`config.mk`:
```
export PLATFORM = sky130hd
export DESIGN_NAME = maddu_sequencer
export DESIGN_NICKNAME = d
export VERILOG_FILES = /design/src/rtl/maddu_sequencer_pkg.sv /design/src/rtl/maddu_sequencer_mul_dp.sv /design/src/rtl/maddu_sequencer.sv
export SDC_FILE = /design/constraint.sdc
export NUM_CORES = 1
export LEC_CHECK = 0
export BUFFER_PORTS_ARGS = -buffer_cell sky130_fd_sc_hd__buf_2
export CELL_PAD_IN_SITES_DETAIL_PLACEMENT = 0
export CELL_PAD_IN_SITES_GLOBAL_PLACEMENT = 2
export CORE_UTILIZATION = 38
export CTS_CLUSTER_SIZE = 8
export DETAILED_ROUTE_END_ITERATION = 8
export PLACE_DENSITY_LB_ADDON = 0.08
export REMOVE_ABC_BUFFERS = 1
export SYNTH_ARGS = -nofsm -noshare
export SYNTH_HDL_FRONTEND = slang
export SYNTH_SLANG_ARGS = --single-unit
```
`constraint.sdc`:
```
create_clock -name clk_i -period 5.1 [get_ports clk_i]
set_input_delay 0.765 -clock clk_i [delete_from_list [all_inputs] [get_ports clk_i]]
set_output_delay 0.765 -clock clk_i [all_outputs]
set_load 0.02 [all_outputs]
```
`src/rtl/maddu_sequencer_pkg.sv`:
```
// Shared definitions for the HI/LO multiply sequencer: instruction codes and the
// multiply state encoding.
package maddu_sequencer_pkg;

    localparam logic [5:0] OP_SPECIAL2 = 6'd28;
    localparam logic [5:0] FUNCT_MADDU = 6'd1;

    typedef enum logic [1:0] {
        ST_IDLE = 2'd0,
        ST_MUL  = 2'd1,
        ST_ACC  = 2'd2,
        ST_DONE = 2'd3
    } mul_state_e;

endpackage

```
`src/rtl/maddu_sequencer_mul_dp.sv`:
```
// Iterative shift-add unsigned multiplier datapath: one multiplier bit per step,
// product complete after WIDTH steps.
module maddu_sequencer_mul_dp #(
    parameter int WIDTH = 32
) (
    input  logic               clk_i,
    input  logic               rst_i,
    input  logic               load_i,
    input  logic               step_i,
    input  logic [WIDTH-1:0]   a_i,
    input  logic [WIDTH-1:0]   b_i,
    output logic [2*WIDTH-1:0] p_o,
    output logic               last_step_o
);

    localparam int CW = $clog2(WIDTH);

    logic [WIDTH-1:0]   a_q;
    logic [WIDTH-1:0]   b_q;
    logic [2*WIDTH-1:0] p_q;
    logic [CW-1:0]      count_q;
    logic [WIDTH:0]     sum_d;

    // Carry out of the upper half is kept and shifted back into bit 2W-1.
    assign sum_d = {1'b0, p_q[2*WIDTH-1:WIDTH]} + {1'b0, (b_q[0] ? a_q : '0)};

    always_ff @(posedge clk_i) begin
        if (rst_i) begin
            a_q     <= '0;
            b_q     <= '0;
            p_q     <= '0;
            count_q <= '0;
        end else if (load_i) begin
            a_q     <= a_i;
            b_q     <= b_i;
            p_q     <= '0;
            count_q <= '0;
        end else if (step_i) begin
            p_q     <= {sum_d, p_q[WIDTH-1:1]};
            b_q     <= b_q >> 1;
            count_q <= count_q + CW'(1);
        end
    end

    assign p_o         = p_q;
    assign last_step_o = (count_q == CW'(WIDTH - 1));

endmodule

```
`src/rtl/maddu_sequencer.sv`:
```
// HI/LO multiply sequencer for MADDU/MULTU: control FSM, pipeline stall decode and
// the HI/LO registers with the accumulate adder.
module maddu_sequencer
    import maddu_sequencer_pkg::*;
#(
    parameter int WIDTH = 32
) (
    input  logic             clk_i,
    input  logic             rst_i,
    input  logic             start_i,
    input  logic             acc_i,
    input  logic [WIDTH-1:0] src_a_i,
    input  logic [WIDTH-1:0] src_b_i,
    input  logic             flush_i,
    output logic [WIDTH-1:0] hi_o,
    output logic [WIDTH-1:0] lo_o,
    output logic             busy_o,
    output logic             stall_o,
    output logic             done_o
);

    mul_state_e         state_q;
    logic [WIDTH-1:0]   hi_q;
    logic [WIDTH-1:0]   lo_q;
    logic               acc_q;
    logic               done_q;
    logic               start_ok;
    logic               load;
    logic               step;
    logic               last_step;
    logic [2*WIDTH-1:0] prod;
    logic [2*WIDTH-1:0] acc_sum_d;
    logic [2*WIDTH-1:0] commit_d;

    assign start_ok = start_i && !flush_i;
    assign load     = (state_q == ST_IDLE) && start_ok;
    assign step     = (state_q == ST_MUL);

    maddu_sequencer_mul_dp #(.WIDTH(WIDTH)) u_dp (
        .clk_i       (clk_i),
        .rst_i       (rst_i),
        .load_i      (load),
        .step_i      (step),
        .a_i         (src_a_i),
        .b_i         (src_b_i),
        .p_o         (prod),
        .last_step_o (last_step)
    );

    // Accumulate wraps modulo 2^(2W); carry out of the top is dropped.
    assign acc_sum_d = {hi_q, lo_q} + prod;
    assign commit_d  = acc_q ? acc_sum_d : prod;

    always_ff @(posedge clk_i) begin
        if (rst_i) begin
            state_q <= ST_IDLE;
            hi_q    <= '0;
            lo_q    <= '0;
            acc_q   <= 1'b0;
            done_q  <= 1'b0;
        end else begin
            done_q <= 1'b0;
            case (state_q)
                ST_IDLE: begin
                    if (start_ok) begin
                        acc_q   <= acc_i;
                        state_q <= ST_MUL;
                    end
                end
                ST_MUL: begin
                    if (flush_i)        state_q <= ST_IDLE;
                    else if (last_step) state_q <= ST_ACC;
                end
                ST_ACC: begin
                    if (flush_i) begin
                        state_q <= ST_IDLE;
                    end else begin
                        {hi_q, lo_q} <= commit_d;
                        done_q       <= 1'b1;
                        state_q      <= ST_DONE;
                    end
                end
                ST_DONE: state_q <= ST_IDLE;
                default: state_q <= ST_IDLE;
            endcase
        end
    end

    assign hi_o    = hi_q;
    assign lo_o    = lo_q;
    assign done_o  = done_q;
    assign busy_o  = (state_q != ST_IDLE);
    assign stall_o = load || (state_q == ST_MUL) || (state_q == ST_ACC);

endmodule

```
## Word-level counts from Yosys, hierarchy flattened

Cells that the tools add are included.

- Register bits: 201
- Latch bits: 0
- RAM bits: 0
- Bits in read-only memories: 0
- Word-level logic and storage cells: 43
- Memories kept: 0

- Add/sub/neg operators: 3
- Multipliers: 0
- Divide/modulo/power cells: 0
- $lt $le $gt $ge: 0
- Eq/ne operators: 6
- Shifts and indexed selects: 0
- Multiplexer cells: 10
- Bitwise operators: 2
- Reductions and logical operators: 13

Operators with widths:

| kind | count |
|---|---|
| 2-to-1 mux 32 bit | 3 |
| adder 64 bit | 1 |
| 2-to-1 mux 64 bit | 1 |
| adder 32 x 32 -> 33 bit | 1 |
| 2-to-1 mux 2 bit | 4 |
| case mux 2 bit (4 select lines) | 1 |
| AND reduction 2 bit | 3 |
| adder 5 x 1 -> 5 bit (second input constant) | 1 |
| equality test 5 bit (second input constant) | 1 |
| equality test 2 bit (second input constant) | 2 |
| nonzero test 2 bit | 2 |
| OR reduction 2 bit | 2 |
| inequality test 3 x 2 -> 1 bit (second input constant) | 1 |
| equality test 2 x 1 -> 1 bit (second input constant) | 1 |
| logical AND 1 bit | 2 |
| logical NOT 2 bit | 1 |
| logical OR 1 bit | 2 |
| inequality test 2 bit (second input constant) | 1 |
| inverter 1 bit | 2 |
| logical NOT 1 bit | 1 |
| 2-to-1 mux 1 bit | 1 |

## Longest topological paths before layout

Gate-level depths: netlist (run 1).

- Depth after elaboration: 5
- Depth in mapped cells: 13
- Gate-level depth less buffers: 12

## Hierarchy

From an unflattened synthesis (run 1), not the netlist that was laid out.

- Cells, all modules: 1754
- Area total of the unflattened synthesis: 13993.4 µm²

Modules (own cells, without submodules):

| module | times used | cells each | area each (µm²) | seq. area each (µm²) |
|---|---|---|---|---|
| maddu_sequencer | 1 | 942 | 7010.5 | 1361.3 |
| maddu_sequencer_mul_dp | 1 | 812 | 6982.9 | 2662.6 |

## Least setup slack after synthesis (run 1)

No wires, ideal clock.

- Path type: register to register
- Start: register lo_q[0] (netlist: lo_o[0])
- End: register hi_q[16] (netlist: hi_o[16])
- Library setup time: 0.132 ns
- Arrival time: 2.912 ns
- Slack: 2.055 ns
- Stages on the path, launching flop included: 12
- Path buffers: 0
- Period minus slack after synthesis: 3.045 ns
- Cell sequence: dfxtp_1 -> ha_1 -> fa_1 -> a21o_1 -> a31oi_1 -> o221a_2 -> a311oi_2 -> nor3b_2 -> o31ai_4 -> or3_1 -> a31oi_1 -> a21oi_1

- Cells in the longest elaborated chain, start to end: 2

Ends and longest elaborated chain:

| item | RTL line | source |
|---|---|---|
| start, declared | maddu_sequencer.sv:24 | `logic [WIDTH-1:0] lo_q;` |
| start signal, assigned | maddu_sequencer.sv:78 | `{hi_q, lo_q} <= commit_d;` |
| adder 64 bit | maddu_sequencer.sv:51 | `assign acc_sum_d = {hi_q, lo_q} + prod;` |
| 2-to-1 mux 64 bit | maddu_sequencer.sv:52 | `assign commit_d = acc_q ? acc_sum_d : prod;` |
| end signal, assigned | maddu_sequencer.sv:78 |  |
| end, declared | maddu_sequencer.sv:23 | `logic [WIDTH-1:0] hi_q;` |

No other way between the ends.
A chain may end at the register's enable or synchronous reset.

## Worst setup path after layout (run 1)

- Start: register lo_q[0] (netlist: lo_o[0])
- End: register hi_q[28] (netlist: hi_o[28])

Same word-level chain as after synthesis.

==> impl_results.md, run 1 <==
- Outcome: completed
- Leak: between 6 and 7 nW
- Pre-antenna DRT Iters: 5
- Worst slew margin: between 30% and 40%
- Largest net degree at the start of global routing: between 100 and 150
- Die width: 191 um
- Fraction of layout cells with a size suffix above 1: 11.6%
- Fmax: 0.277 GHz
- Worst setup path class: register to register
- Crit-path cells: ha_1 > fa_1 > a21o_1 > a31oi_1 > o221a_2 > a311oi_2 > nor3b_2 > o31ai_4 > o2bb2ai_2 > xnor2_1 > a2111oi_2
- Fin util: 43.9%
- Vias: around 13,000
- Pwr per Cell Area: approximately 230 nW/um^2
- Reg2reg setup slack: 1490 ps
- Synthesized area: 13,500 um^2
- Worst Reg-to-Reg Cells: 11
- RSZ-0062 raised after global routing: no
- H-tree lvl count: 1
- Cell variety after synth: 82
- CTS tree: built
- RR Startpoint: lo_o[0]
- RePlAce Congestion: roughly 0.9
- Register area share after synthesis: 29.7%
- Die area: 36,400 um^2
- Post-cts resize count: 0
- Die Y-Extent: 191 um
- Via density: between 5 and 6
- Drt wl/cell: 18.6 um
- HP Class: input pin to register
- Ys flop type: dfxtp_1
- Setup TNS: 0 ps
- Worst Setup EP: hi_o[28]
- Initial antenna violation count: 2
- Post-CTS Hold Fix Bufs: 0
- Max VDD drop: 0.202 mV
- Core Region: about 35,000 um^2
- Clk Tree Root Cell: clkbuf_16
- Detail Placement HPWL: 31,000 um
- Final setup viols: 0
- Area leader, netlist: dfxtp_1
- Worst Setup Start Kind: register
- Post-Syn Instances: 1,794
- Final hold slack: 443 ps
- Max-Cap Viols: 0
- GRT Overall Usage: about a quarter
- Crit-path max cell delay: 520 ps
- CP Data Required Time: about 5500 ps
- Slowest stage cell, crit path: nor3b_2
- Syn-to-layout area delta: 12.8%
- Clock Path Buffers: 3
- Final period utilization: 70.8%
- Routed Antenna Nets: 0
- # DRC: 0
- Final Hold Vio Count: 0
- EDFF count, synth: 0
- Setup bufs post-CTS: 0
- Synth warn: 0
- Total CTS buffers: 29
- I/O pin count: 136
- Crit end category: register
- Initial DRC Count: 760
- Post-route minimum period: approximately 3600 ps
- Clk_lat worst skew: 570 ps
- Routed WL: 43,100 um
- Synthesis-stage register bit count: 201
- Area contributors post-synth: dfxtp_1 (30%), a21oi_1 (9.5%), ha_1 (9.0%), nand2_1 (8.5%), o21ai_0 (3.3%)
- Initial Utilization: 38.9%
- Post-route cell area: around 15,000 um^2
- Yosys top cell area share: roughly 30%
- Cell Rows: 68
- Count of input and output buffers: 135
- Final net count: slightly above 2,000
- Max-slew violations: 0
- Crit path DAT: 4050 ps
- Post-synth ARST share: 0%
- Clock sinks: 201
- Mean Syn Cell Area: 7.55 um^2
- Crit path from: lo_o[0]
- Placed instance area: 14,500 um^2
- Vias in the first global route: 12,600
- First-pass GRT wire length: around 70,000 um
- Worst slew pin tran: 1010 ps
- Max Clock Skew: 21.1 ps
- R2R Path End: hi_o[28]
- Worst Path Max Fanout: 4
- Congestion Overflow GR: 0
- Reg clk slew, reported paths: 60 ps
worst min-delay path by stage:
stage | slack (ps) | depth (start not counted) | to | from
3_3_place_gp | 440 | 2 | u_dp.a_q[5] | u_dp.a_q[5]
2_1_floorplan | 430 | 2 | u_dp.a_q[0] | u_dp.a_q[0]
4_1_cts | 410 | 3 | u_dp.a_q[7] | src_a_i[7]
5_1_grt | 440 | 3 | u_dp.a_q[7] | src_a_i[7]
3_5_place_dp | 440 | 2 | u_dp.a_q[5] | u_dp.a_q[5]
6_report | 440 | 3 | u_dp.a_q[7] | src_a_i[7]
critical path, delay by kind of cell, from the launching register on:
kind                       cells  cell delay [ps]
and+or+nand+nor                1              520
DFF                            1              330
xor gates and xnor gates       1              140
adders and majority gates      2              650
AOI/OAI and AO/OA              7             1860
layout make-up:
cell class                 count  area (um^2)
clock inverter                 2         13.8
clock buffer                  33          751
tap                          455          569
sequential                   201         4030
inverter                      39          146
timing repair buffer         151          811
antenna                        1         2.50
fill                        3648        19500
multi-input combinational   1440         8960
per-layer routing:
layer,up-vias,global-route usage (%),wire length (um)
met5,-,0,13
met4,2,5.78,860
met3,63,3.81,2580
met2,286,36.2,18200
met1,6147,34.3,21500
li1,6591,-,-
metrics by stage:
step	total power [mW]	worst slack, ps	cells
after floorplan	1.76	-1240	1680
after global placement	1.86	1570	2286
after detailed placement	1.86	1480	2286
after CTS	3.62	1480	2321
after global routing	3.69	1120	2321
final	3.55	1490	2322
synth_stat cells (all sizes together), types with 7 or more instances:
cell     instances
and3            12
dfxtp          201
nand4           25
a31oi           23
o21bai          19
nand3           35
ha              97
a221oi           7
and2            39
o21ai           90
nor3b           13
buf             22
a21oi          257
xor2            28
nor4             8
xnor2           49
mux2i           39
a2111oi          8
o211ai          14
o22ai            7
o31ai           11
a22oi           34
or3             12
nand2          307
a21o            35
nor2b           10
a211oi          36
nor2           105
a21boi           9
clkbuf          92
nor3            36
o21a             7
inv             38
layout by cell type (no fill, tap or decap), types with 6 or more instances in the layout:
| cell | count |
|---|---|
| ha_1 | 97 |
| inv_1 | 38 |
| dfxtp_1 | 200 |
| o31ai_1 | 9 |
| nor2b_1 | 9 |
| xnor2_1 | 49 |
| o21ai_0 | 89 |
| buf_2 | 134 |
| a31oi_1 | 23 |
| o21a_1 | 7 |
| a21oi_1 | 256 |
| nor3b_1 | 11 |
| nor2_1 | 103 |
| nor3_1 | 36 |
| nor4_1 | 8 |
| nand4_1 | 25 |
| o211ai_1 | 14 |
| o22ai_1 | 7 |
| a22oi_1 | 34 |
| mux2i_1 | 39 |
| a2111oi_0 | 6 |
| xor2_1 | 28 |
| buf_4 | 16 |
| o21bai_1 | 19 |
| or2_2 | 6 |
| a21o_1 | 34 |
| nand3_1 | 34 |
| a211oi_1 | 34 |
| a221oi_1 | 6 |
| or3_1 | 12 |
| nand2_1 | 306 |
| clkbuf_16 | 29 |
| a21boi_0 | 9 |
| and3_1 | 11 |
| and2_1 | 39 |
registers in the layout (all words and copies together), names as in the netlist, 2 cells and up:
signal / cells
state_q: 2
lo_o: 32
u_dp.a_q: 32
hi_o: 32
u_dp.p_o: 64
u_dp.b_q: 32
u_dp.count_q: 5
cells by family (layout without fill, tap and decap cells):
family	Yosys count	after routing	share of synthesized area (%)
AOI/OAI and AO/OA	596	596	27.6
adders and majority gates	99	99	9.25
muxes	40	40	2.96
other	0	1	0
xor gates and xnor gates	77	77	4.98
DFF	201	201	29.7
buffers and inverters	153	225	4.37
and+or+nand+nor	628	628	21.2
report_power, final:
group	leakage (nW)	switching (mW)	internal [mW]	total, mW
clock network	0.377	0.707	1.01	1.72
registers	1.63	0.0267	1.60	1.63
logic	4.02	0.132	0.0687	0.201
total	6.02	0.866	2.68	3.55
Power figures use the tool's default switching activity.
==> inputs of run 2 (changes only) <==
- CORE_UTILIZATION: 38 -> 35
- clock period: 5.1 -> 3.4 ns (I/O delays scaled with it)
==> run 2 against run 1 <==
  * Fmax grew 14%
  * Critical path depth unchanged
  * Design area grew 3.5%
  * Clock power grew 54%
  * Sequential share of layout area fell by 0.88 points
  * Sequential power rose by 49%
  * Die area grew 8.5%
  * Clock skew decreased by 3.9 ps
  * Cell count up 4.4%
  * Non-clock buffer count grew 48
  * Utilization down 2.1 points
==> impl_results.md, run 2 (synthesized netlist as in run 1, its figures left out) <==
- Crit path DAT: 3610 ps
- Total CTS buffers: 29
- Fraction of layout cells with a size suffix above 1: 14.0%
- Final net count: a little over 2,000
- Setup bufs post-CTS: 0
- Outcome: completed
- Core Region: 37,800 um^2
- Worst Setup Start Kind: register
- Cell Rows: 71
- Pwr per Cell Area: 343 nW/um^2
- Combinational fraction of design power: 6.2%
- Commonest non-fill, non-tap cell in the layout: nand2_1
- Tot Pwr: 5.42 mW
- Vias in the first global route: 12,800
- Fillcell total: 4,013
- Initial DRC Count: 792
- Die Y-Extent: slightly below 200 um
- Worst setup path class: register to register
- Clk_lat worst skew: around 580 ps
- Post-route minimum period: 3170 ps
- Drt wl/cell: about 19 um
- Max-slew violations: 0
- Crit end category: register
- Detail Placement HPWL: 34,500 um
- Via density: about 5.5
- I/O pin count: 136
- Clock sinks: 201
- Fmax: between 0.3 and 0.4 GHz
- Largest net degree at the start of global routing: 73
- Max VDD drop: 0.367 mV
- PnR worst setup slack: 230 ps
- RePlAce Congestion: 0.852
- Clk Tree Root Cell: clkbuf_16
- Final Hold Vio Count: 0
- H-tree lvl count: 1
- Routed Antenna Nets: 0
- Clock power share: 48.9%
- Antenna Cells: 0
- Reg clk slew, reported paths: about 50 ps
- Routed WL: 46,100 um
- Worst slew pin tran: ~850 ps
- Die width: 199 um
- Sw Share: about a quarter
- Leak: ~6.3 nW
- Worst slew margin: 43.3%
- Die area: 39,500 um^2
- RR Startpoint: lo_o[0]
- Reg2reg setup slack: 230 ps
- Vias: between 10,000 and 15,000
- Setup WS pre-CTS: 66.9 ps
- Initial antenna violation count: 3
- Clock Path Buffers: 3
- RSZ-0062 raised after global routing: no
- Reg power frac: 44.9%
- GRT Overall Usage: 23.4%
- Max Clock Skew: 17.2 ps
- Final hold slack: between 150 and 200 ps
- Syn-to-layout area delta: 16.7%
- CP top delay family: compound AO/OA/AOI/OAI gates
- # DRC: 0
- Crit-path cells: ha_1 > fa_1 > a21o_1 > a31oi_2 > o221a_2 > a311oi_2 > nor3b_4 > o31ai_4 > or3_1 > a31oi_1 > a21oi_1
- Net Sw Power: 1.37 mW
- Fin util: roughly two fifths
- Crit-path max cell delay: 410 ps
- Worst Path Max Fanout: 4
- CTS tree: built
- Slowest stage cell, crit path: fa_1
- HP Class: input pin to register
- Max-Cap Viols: 0
- Max reg flops: 64
- Congestion Overflow GR: 0
- CP Data Required Time: around 3800 ps
- Initial Utilization: 35.8%
- Pre-antenna DRT Iters: 5
- Count of input and output buffers: 135
- Buf/Inv on CP: 0
- Final setup viols: 0
- Crit path from: lo_o[0]
- Hold path start: src_a_i[30]
- First-pass GRT wire length: 72,900 um
- Most frequent cells in the layout: nand2_1 (306), a21oi_1 (254), dfxtp_1 (200)
- Final period utilization: 93.2%
- Cell internal pwr: 4.05 mW
==> run 2: timing repair <==
item,in CTS,in global routing
endpoints found under the setup margin,0,9
hold buffers,0,0
gates resized for setup,0,5
==> run 2: layer usage <==
| layer | global-route usage (%) | routed length [um] |
|---|---|---|
| met1 | 33.9 | 22800 |
| met2 | 35.4 | 19600 |
| met3 | 4.68 | 2760 |
| met4 | 5.01 | 875 |
| met5 | 0 | 23 |
==> run 2: worst paths after layout <==
path                       end  cells after the start
setup / recovery      hi_o[16]                     11
hold / removal    u_dp.a_q[30]                      3
setup reg to reg      hi_o[16]                     11
hold reg to reg   u_dp.a_q[19]                      2
==> run 2: area by class of cell <==
cell class	instances	area (um^2)	area share [%]
inverters	39	146	0.926
clock buffers	33	751	4.75
clock inverters	2	25.0	0.158
repair buffers	199	1230	7.80
well taps	511	639	4.04
multi-input cells	1440	8990	56.8
flip-flops and latches	201	4030	25.5
==> run 2: metrics by stage <==
step | setup TNS [ps] | cells | cell area, um^2
6_report | 0 | 2425 | 15800
3_5_place_dp | 0 | 2390 | 15000
4_1_cts | 0 | 2425 | 15800
5_1_grt | 0 | 2425 | 15800
3_3_place_gp | 0 | 2390 | 15000
2_1_floorplan | -218970 | 1680 | 13100
==> run 2: power groups by stage <==
stage          registers (mW)  logic (mW)  clock network [mW]
2_1_floorplan            2.48       0.157                   0
3_3_place_gp             2.48       0.337                   0
3_5_place_dp             2.48       0.339                   0
4_1_cts                  2.43       0.340                2.75
5_1_grt                  2.43       0.372                2.84
6_report                 2.43       0.335                2.65
==> run 2: worst register-to-register path, cell delays in order, from the launching register on <==
cell	delay (ps)
dfxtp_1	320
ha_1	240
fa_1	410
a21o_1	220
a31oi_2	280
o221a_2	330
a311oi_2	140
nor3b_4	360
o31ai_4	150
or3_1	350
a31oi_1	170
a21oi_1	80
